**src/rtl/adc_scan_scheduler.sv**
```systemverilog
// Round-robin channel scheduler for the shared 8-channel serial ADC sampler.
// Discards settling frames after each switch and emits averaged, tagged samples.
module adc_scan_scheduler #(
  parameter int FRAME_CYCLES  = 15,
  parameter int SETTLE_FRAMES = 2,
  parameter int AVG_LOG2      = 2
) (
  input  logic        clk,
  input  logic        reset_n,
  input  logic        enable,
  input  logic [7:0]  chan_mask,
  input  logic [11:0] adc_result,
  output logic [2:0]  adc_chan,
  output logic        sample_valid,
  output logic [11:0] sample_data,
  output logic [2:0]  sample_chan,
  output logic        scan_done,
  output logic        busy
);

  localparam int FW = (FRAME_CYCLES > 1) ? $clog2(FRAME_CYCLES) : 1;
  localparam int AW = 12 + AVG_LOG2;
  localparam int CW = 8;
  localparam logic [FW-1:0] FRAME_LAST  = FW'(FRAME_CYCLES - 1);
  localparam logic [CW-1:0] SETTLE_LAST = CW'(SETTLE_FRAMES - 1);
  localparam logic [CW-1:0] ACCUM_LAST  = CW'((1 << AVG_LOG2) - 1);

  typedef enum logic [1:0] {
    IDLE,
    SETTLE,
    ACCUM,
    EMIT
  } state_t;

  state_t        state, state_d;
  logic [FW-1:0] frame_cnt;
  logic          frame_tick;
  logic [CW-1:0] cnt, cnt_d;
  logic [AW-1:0] acc, acc_d, acc_sum;
  logic [2:0]    chan_d, schan_d;
  logic [11:0]   data_d;
  logic [2:0]    first_chan, next_hi, next_chan;
  logic          wrap;

  always_ff @(posedge clk or negedge reset_n) begin
    if (!reset_n) begin
      frame_cnt <= '0;
    end else if (frame_cnt == FRAME_LAST) begin
      frame_cnt <= '0;
    end else begin
      frame_cnt <= frame_cnt + FW'(1);
    end
  end

  assign frame_tick = (frame_cnt == FRAME_LAST);
  assign acc_sum    = acc + AW'(adc_result);

  // Lowest set bit, and lowest set bit strictly above the current channel.
  always_comb begin
    first_chan = '0;
    next_hi    = '0;
    wrap       = 1'b1;
    for (int i = 7; i >= 0; i--) begin
      if (chan_mask[i]) begin
        first_chan = 3'(i);
      end
      if (chan_mask[i] && (i > int'(adc_chan))) begin
        next_hi = 3'(i);
        wrap    = 1'b0;
      end
    end
    next_chan = wrap ? first_chan : next_hi;
  end

  always_ff @(posedge clk or negedge reset_n) begin
    if (!reset_n) begin
      state <= IDLE;
    end else begin
      state <= state_d;
    end
  end

  always_comb begin
    state_d = state;
    cnt_d   = cnt;
    acc_d   = acc;
    chan_d  = adc_chan;
    data_d  = sample_data;
    schan_d = sample_chan;
    unique case (state)
      IDLE: begin
        if (frame_tick && enable && (|chan_mask)) begin
          chan_d  = first_chan;
          cnt_d   = '0;
          acc_d   = '0;
          state_d = SETTLE;
        end
      end
      SETTLE: begin
        if (frame_tick) begin
          if (cnt == SETTLE_LAST) begin
            cnt_d   = '0;
            state_d = ACCUM;
          end else begin
            cnt_d = cnt + CW'(1);
          end
        end
      end
      ACCUM: begin
        if (frame_tick) begin
          acc_d = acc_sum;
          if (cnt == ACCUM_LAST) begin
            data_d  = acc_sum[AW-1:AVG_LOG2];
            schan_d = adc_chan;
            state_d = EMIT;
          end else begin
            cnt_d = cnt + CW'(1);
          end
        end
      end
      EMIT: begin
        if (|chan_mask) begin
          chan_d  = next_chan;
          cnt_d   = '0;
          acc_d   = '0;
          state_d = SETTLE;
        end else begin
          state_d = IDLE;
        end
      end
      default: state_d = IDLE;
    endcase
    // Abort wins over everything; an EMIT pulse already showing still completes.
    if ((state != IDLE) && !enable) begin
      state_d = IDLE;
      cnt_d   = '0;
      acc_d   = '0;
      chan_d  = adc_chan;
      data_d  = sample_data;
      schan_d = sample_chan;
    end
  end

  always_ff @(posedge clk or negedge reset_n) begin
    if (!reset_n) begin
      cnt         <= '0;
      acc         <= '0;
      adc_chan    <= '0;
      sample_data <= '0;
      sample_chan <= '0;
    end else begin
      cnt         <= cnt_d;
      acc         <= acc_d;
      adc_chan    <= chan_d;
      sample_data <= data_d;
      sample_chan <= schan_d;
    end
  end

  assign sample_valid = (state == EMIT);
  assign scan_done    = (state == EMIT) && (|chan_mask) && wrap;
  assign busy         = (state != IDLE);

endmodule

```
**config.mk**
```make
export PLATFORM = sky130hd
export DESIGN_NAME = adc_scan_scheduler
export DESIGN_NICKNAME = d
export VERILOG_FILES = /design/src/rtl/adc_scan_scheduler.sv
export SDC_FILE = /design/constraint.sdc
export NUM_CORES = 1
export LEC_CHECK = 0
export BUFFER_PORTS_ARGS = -buffer_cell sky130_fd_sc_hd__buf_2
export CORE_MARGIN = 2
export CORE_UTILIZATION = 57
export CTS_CLUSTER_DIAMETER = 60
export DETAILED_ROUTE_END_ITERATION = 8
export PLACE_DENSITY = 0.81
export SYNTH_ARGS = -nofsm -noshare
export SYNTH_HDL_FRONTEND = slang
export SYNTH_SLANG_ARGS = --single-unit
```
**constraint.sdc**
```tcl
create_clock -name clk -period 2.73 [get_ports clk]
set_input_delay 0.1365 -clock clk [delete_from_list [all_inputs] [get_ports clk]]
set_output_delay 0.1365 -clock clk [all_outputs]
set_load 0.01 [all_outputs]
```
==> results.txt, run 1 <==
The flow ran to the end, and the final reports show no timing, DRC or antenna violations. The routed via count is 2543. The leakage dissipation is 0.00157 µW. The root buffer cell chosen for the clock tree is sky130_fd_sc_hd__clkbuf_8. The number of placed I/O pins came out at between 40 and 50. The maximum clock frequency came out at roughly 440 MHz.

At the end of routability-driven placement, the weighted congestion stood at roughly 0.85. The peak-usage layer in the global routing report is met2. The number of pins with negative max-slew slack in the final report is 0. The total negative slack for setup checks came out at 0 ps. The kind of start point of the critical path is a register. The internal power of the cells totals 1550 µW. The cell at the slowest stage of the critical path is sky130_fd_sc_hd__fa_1.

In the final layout, the multi-input gates occupy roughly 1700 µm². The clock slew at the register clock pins of the worst setup and hold paths is 80 ps. The tool flagged a number of max-cap violations equal to 0. The clock share of power is ~16%. The worst pin sits at a relative slew slack of 31.9%.

The global-route met3 utilization is under 10%. Setup repair after global routing left no endpoint under its margin. The number of detailed-route iterations in the first pass is 4. The worst setup path is of the register to register kind. The maximum number of pins on one net before global-route repair is between 40 and 50. The worst setup path is captured at a register. In this run the remaining antenna-violating nets after routing total 0. Measured along the y axis, the die boundary spans roughly 76 µm.

On the worst path, the slowest cell contributes a delay of between 400 and 500 ps. Counting tap cells, the placed design contains a total of ~430 instances. Leaving out fill and tap cells, the most frequent cell in the layout is sky130_fd_sc_hd__nand2_1. In this run the worst hold path is classified as primary input to asynchronous set/reset pin. At the end of the flow, the number of nets in the layout was between 400 and 500. After global routing the overflow that remains totals 0. Global routing used 37.9% of the available met2 tracks. Leaving out fill and tap cells, the most frequent cells in the layout are sky130_fd_sc_hd__nand2_1, sky130_fd_sc_hd__dfrtp_1, sky130_fd_sc_hd__buf_2.

The share of total power dissipated in combinational logic is roughly half. The reported net switching power is 1160 µW. The synthesized design contains 0 enable-type register cells.

The slew at the pin closest to its max-slew limit is 1020 ps. The mean instance size in the synthesized netlist came out at between 8 and 9 µm². The via density per instance is 5.77. The flip-flop and latch area is 1150 µm². The number of hold violations in the final report came out at 0. The fraction of layout instances using a drive strength above 1 came out at 19.1%.

Among cell families on the critical path, the largest total delay comes from compound AO/OA/AOI/OAI gates. For this configuration, the core starts out at a cell density of roughly three fifths. The number of synthesized register bits is 46. The clock drives 46 sinks. The share of the yosys chip area belonging to registers is roughly 40%.

The buffering stage count on the worst path with inverters included is 0. Of the total power, the share spent switching nets is 42.8%. The total wirelength of the detailed-routed design is between 6 and 7 mm. The initial antenna violation count is 0. For this run, the number of Yosys warnings is 0. The worst path arrival time is 2480 ps.

In the synthesized netlist the async set-or-reset flop fraction comes to between 90% and 100%. The final period demand of the worst path is about 2300 ps. The maximum clock skew at final layout is roughly 7.3 ps. The distinct cell type count after synthesis came out at 53.

The number of gates given a new drive strength after cts came out at 0. The proportion of power drawn by flip-flops and latches is between 30% and 40%. The fraction of the cycle the final worst path needs came out at roughly 84%. STA puts the critical path data required time at just under 3000 ps.

The number of global-route vias before repair is about 2400. The total track usage is 22.2%. The slack of the worst reg-to-reg path came out at around 440 ps. Of all nets on the critical path, the largest fanout is 3. The detailed-route DRC error count is 0. The starting DRC count in detailed routing came out at roughly 110.

The maximum level of the CTS H-tree came out at 2. The placed wire-length estimate came out at between 4 and 5 mm. The global routing met1 resource utilization came out at about 30%. The post-route non-filler standard cell count came out at 441.

The standard-cell row count is 26. The die covers just under 6000 µm². The utilization after layout came out at 65.4%. The most used flip-flop cell after synthesis is sky130_fd_sc_hd__dfrtp_1. The quantity of I/O buffers inserted on ports is 43. The number of antenna repair diodes came out at 0.

Walking the worst path, the cells encountered are ha_1 > fa_1 > a21oi_1 > o211ai_1 > o2111ai_1 > a311oi_1 > xor2_1 > mux2_2. From synthesis to final layout, the design area changed by 11.8%. The total CTS buffers came out at 5. TritonCTS built the clock tree.

The worst voltage drop across the vdd grid is 0.464 mV. The ratio of total power to cell area came out at around 820 nW/µm². The gate count after technology mapping came out at between 300 and 400. The core area came out at just over 5000 µm².

The later pin in the worst-skew pair is clocked with a latency of about 300 ps. The number of post-CTS setup repair buffers is 0. The per-cell routed wire length came out at 13.9 µm. The clock tree buffer depth is 2. After synthesis the cells add up to just under 3000 µm². Buffers inserted to repair hold after CTS numbered 0.

The wire length of the first global-routing pass is 10.7 mm. The number of fillers in the final layout came out at between 400 and 500. The net count of the mapped netlist came out at 371. The number of failing setup endpoints in the final timing report is 0. The floorplan step set the die width to roughly 76 µm.
==> layer usage <==
metal / vias up / routed length (µm)
li1: 1265 / -
met1: 1209 / 2850
met2: 57 / 2970
met3: 12 / 203
met4: 0 / 87
met5: - / 0
==> logic make-up (layout without fill, tap and decap cells) <==
kind of cell / count (synthesis) / in the layout / synth area share (%)
flip-flops: 46 / 46 / 39.0
AO/OA/AOI/OAI: 102 / 102 / 22.7
buffers and inverters: 21 / 63 / 3.18
AND/OR/NAND/NOR: 119 / 119 / 19.6
adder cells (fa/ha/maj): 19 / 19 / 8.32
XOR/XNOR: 12 / 12 / 3.57
multiplexers: 10 / 10 / 3.65
==> final cells by class <==
type / instances / share of cell area [%]
tap: 70 / 2.66
clock buffer: 7 / 2.62
sequential: 46 / 34.9
multi-input combinational: 262 / 51.7
inverter: 11 / 1.25
timing repair buffer: 44 / 6.76
clock inverter: 1 / 0.152
==> power groups by stage <==
stage                     clock [µW]  sequential [µW]  combinational, µW
after floorplan                    0              914               1080
after global placement             0              952               1280
after detailed placement           0              960               1320
after CTS                        447              945               1330
after global routing             471              974               1510
final                            427              946               1330
==> state kept, by name (all words and copies together), names as in the netlist <==
signal and cells:
state 2, acc 14, sample_chan 3, sample_data 12, cnt 8, frame_cnt 4
adc_chan 3
==> worst paths after layout <==
kind	from	to	cells past startpoint
worst max-delay path	acc[0]$_DFFE_PN0P_	sample_data[8]$_DFFE_PN0P_	8
max in group asynchronous	reset_n	sample_data[11]$_DFFE_PN0P_	1
worst max register to register	acc[0]$_DFFE_PN0P_	sample_data[8]$_DFFE_PN0P_	8
min in group clk	enable	state[0]$_DFFE_PN0P_	3
worst min-delay path	reset_n	sample_data[2]$_DFFE_PN0P_	1
worst min register to register	sample_data[4]$_DFFE_PN0P_	sample_data[4]$_DFFE_PN0P_	2
==> synth_stat cells (all sizes together), types with 7 or more instances <==
library cell,n,area [µm²]
a21oi,22,114
a22o,7,61.3
buf,7,41.3
dfrtp,46,1150
ha,18,225
inv,11,41.3
nand2,60,225
nand3,9,45.0
nor2,15,56.3
nor2b,10,62.6
nor3,7,46.3
o21ai,37,185
o31ai,7,67.6
xnor2,8,70.1
==> stage by stage <==
| step | cell area [µm²] | setup slack (ps) | power (µW) | hold WS (ps) |
|---|---|---|---|---|
| after floorplan | 2950 | 630 | 1990 | -159 |
| after global routing | 3300 | 284 | 2960 | 101 |
| final | 3300 | 438 | 2710 | 12.8 |
| after CTS | 3300 | 430 | 2720 | 45.3 |
| after detailed placement | 3210 | 441 | 2280 | 366 |
| after global placement | 3210 | 510 | 2230 | 358 |
Power figures use the tool's default switching activity.
==> run 2, diff against run 1 <==
clock period = 2.2 ns   (was 2.73 ns; I/O delays follow)
==> run 2 against run 1 <==
Clock skew rose by 0.77 ps. Global-route usage shrank 0.091 points. Routed wire length is 0.90% higher. Final cell count is 2.5% higher. Fmax grew 10%. Cell area increased by 3.9%. Flip-flop and latch count unchanged. Die area is the same. First-iteration DRC count fell by 3.6%. Utilization grew 2.5 points. Largest cell class unchanged.
==> results.txt, run 2 (synthesized netlist as in run 1, its figures left out) <==
Measured along the y axis, the die boundary spans around 76 µm. The maximum clock frequency is 480 MHz. After detailed routing, the number of remaining DRC violations is 0. More flip-flops sit in one register than any other, and that register is acc. In the final routing, the length of wire on met1 measures 2.79 mm.

The remaining max-slew budget at the tightest pin came out at between 60 and 70%. Summed over all layers, the routed wires come to around 6.2 mm. The fraction of the cycle the final worst path needs came out at around 95%. For this run, the post-layout net count is about 420. The number of flip-flops under the largest register name came out at 14. The sink count of the clock tree is 46.

The width of the die is between 70 and 80 µm. The number of hold violations in the final report came to 0. The largest fanout on the critical path came out at 3. The detailed router used layers up to and including met4. The library cells used most frequently in the layout, excluding fill and tap cells, are sky130_fd_sc_hd__nand2_1, sky130_fd_sc_hd__dfrtp_1, sky130_fd_sc_hd__buf_2. TritonCTS built the clock tree.

The standard-cell row count is 26. The number of pins with negative max-slew slack in the final report came to 0. The final period demand of the worst path is roughly 2100 ps.

The signal on the critical path passes through ha_1 > fa_2 > a21oi_2 > o211ai_1 > o2111ai_2 > a311oi_1 > xor2_1 > mux2_2. The post-route non-filler standard cell count came out at 452. After detailed routing, the number of vias per cell comes to approximately 5.6. The worst voltage drop across the vdd grid is approximately 0.65 mV. The largest registers in the layout are acc x14, sample_data x12, cnt x8.

The number of antenna repair diodes is 0. Across the run, the number of max-cap violations was 0. The post-route netlist has 23.3% of its cells at a drive strength greater than 1. The worst path required time came out at roughly 2400 ps.

The routed design uses 282 µm of met3 wire. The area of the die is 5760 µm². At the pin with the least slew margin, the transition time is roughly 570 ps. The starting DRC count in detailed routing is approximately 110. The clock tree buffer depth is 2. In this run the worst hold path is classified as primary input to register. Setup repair after global routing left no endpoint under its margin. The number of global-route vias before repair is approximately 2400.

The core area came out at between 5000 and 6000 µm². The latest clock arrival within the worst-skew pair is 300 ps. The worst setup path is captured at a register.

The maximum single-stage delay on the critical path is 390 ps. The placed wire-length estimate came out at 4.57 mm. The routed length on met2 came out at around 3.1 mm.

The run finished with clean final reports. Power spread over the standard cell area amounts to ~1000 nW/µm². On the critical path, the stage with the largest delay is an instance of sky130_fd_sc_hd__dfrtp_1. The total track usage came out at ~22%. Buffers placed on the I/O ports in this run total 43. The worst path arrival time came out at 2270 ps. The library cell used most frequently in the layout, excluding fill and tap cells, is sky130_fd_sc_hd__nand2_1. The H-tree was split into 2 levels. The critical path start-end classification is register to register.

Before antenna repair, the detailed router went through 4 iterations. The master cell of the clock root buffer is sky130_fd_sc_hd__clkbuf_8. Counting both buffers and inverters, the worst setup path holds a total of 0. The remaining antenna violation count after routing is 0.

The number of placed instances, taps included came out at 442. The detailed router placed 2544 vias in this run. Clock-pin slew was measured on the worst setup and hold paths at 80 ps.

The per-cell routed wire length is 13.7 µm. The routability congestion estimate from global placement came out at approximately 0.87. The number of failing setup endpoints in the final timing report came out at 0. The total CTS buffers came out at 5. The kind of cell adding the most delay to the critical path is adder cells. The number of placed I/O pins came out at 44. The kind of start point of the critical path is a register. The maximum clock skew at final layout came out at between 8 and 9 ps. The number of fillers in the final layout is 412.

The overall overflow remaining after global route is 0. The leakage dissipation came out at roughly 0.0016 µW. The maximum number of pins on one net before global-route repair is 47. The layout-stage area growth over the synthesis result came out at 16.2%.

The post-route worst hold slack is 144 ps. The wire length of the first global-routing pass came out at 10.7 mm. The effective utilization at floorplan is 58.5%. The initial antenna violation count came out at 0.
## run 2: stage by stage
step                      TNS (ps)  utilization, %  setup WS, ps  instance area, µm²  total power, µW
after global routing             0            67.9          1.41                3420             3860
after floorplan                  0               -          99.9                2950             2470
after global placement           0            64.9          4.94                3270             2850
after CTS                        0            67.5          41.1                3400             3550
final                            0            67.9           117                3420             3570
after detailed placement     -45.3            64.9         -45.3                3270             2900
## run 2: cell type report
type	count	area (µm²)	area share (%)
tap	70	87.6	2.56
clock buffer	5	68.8	2.01
clock inverter	3	40.0	1.17
timing repair buffer	55	308	8.99
multi-input combinational	262	1730	50.5
sequential	46	1150	33.6
inverter	11	41.3	1.21
## run 2: worst register-to-register path, cell delays in order (launching register included)
cell	delay, ps
sky130_fd_sc_hd__dfrtp_1	390
sky130_fd_sc_hd__ha_1	220
sky130_fd_sc_hd__fa_2	370
sky130_fd_sc_hd__a21oi_2	160
sky130_fd_sc_hd__o211ai_1	130
sky130_fd_sc_hd__o2111ai_2	130
sky130_fd_sc_hd__a311oi_1	150
sky130_fd_sc_hd__xor2_1	170
sky130_fd_sc_hd__mux2_2	270
## run 2: path summary, 6_finish.rpt
check                                      startpoint                    endpoint  slack, ps  depth (start not counted)
max                                acc[0]$_DFFE_PN0P_  sample_data[8]$_DFFE_PN0P_        120                          8
min                                            enable        state[0]$_DFFE_PN0P_        140                          3
max reg2reg                        acc[0]$_DFFE_PN0P_  sample_data[8]$_DFFE_PN0P_        120                          8
min reg2reg                sample_chan[2]$_DFFE_PN0P_  sample_chan[2]$_DFFE_PN0P_        480                          2
max in group asynchronous                     reset_n  sample_chan[2]$_DFFE_PN0P_       1380                          3
min in group asynchronous                     reset_n  sample_data[5]$_DFFE_PN0P_        430                          3
## run 2: report_power, final
| part | switching (µW) | leakage [µW] | internal [µW] |
|---|---|---|---|
| combinational | 1020 | 0.000946 | 749 |
| clock | 286 | 0.0000579 | 335 |
| sequential | 173 | 0.000626 | 1000 |
| total | 1480 | 0.00163 | 2090 |
## run 2: repair_timing
action                                  CTS  global route
pin swaps                                 0             1
gates resized for setup                   2             5
hold endpoints to repair                 46             0
setup buffers                             0             1
endpoints found under the setup margin    2            19
hold buffers                              1             0
## run 2: per-layer routing
metal	global-route usage (%)	up-vias
met3	3.93	6
met2	38.7	55
met1	29.0	1194
li1	-	1289
met4	4.55	0
met5	0	-
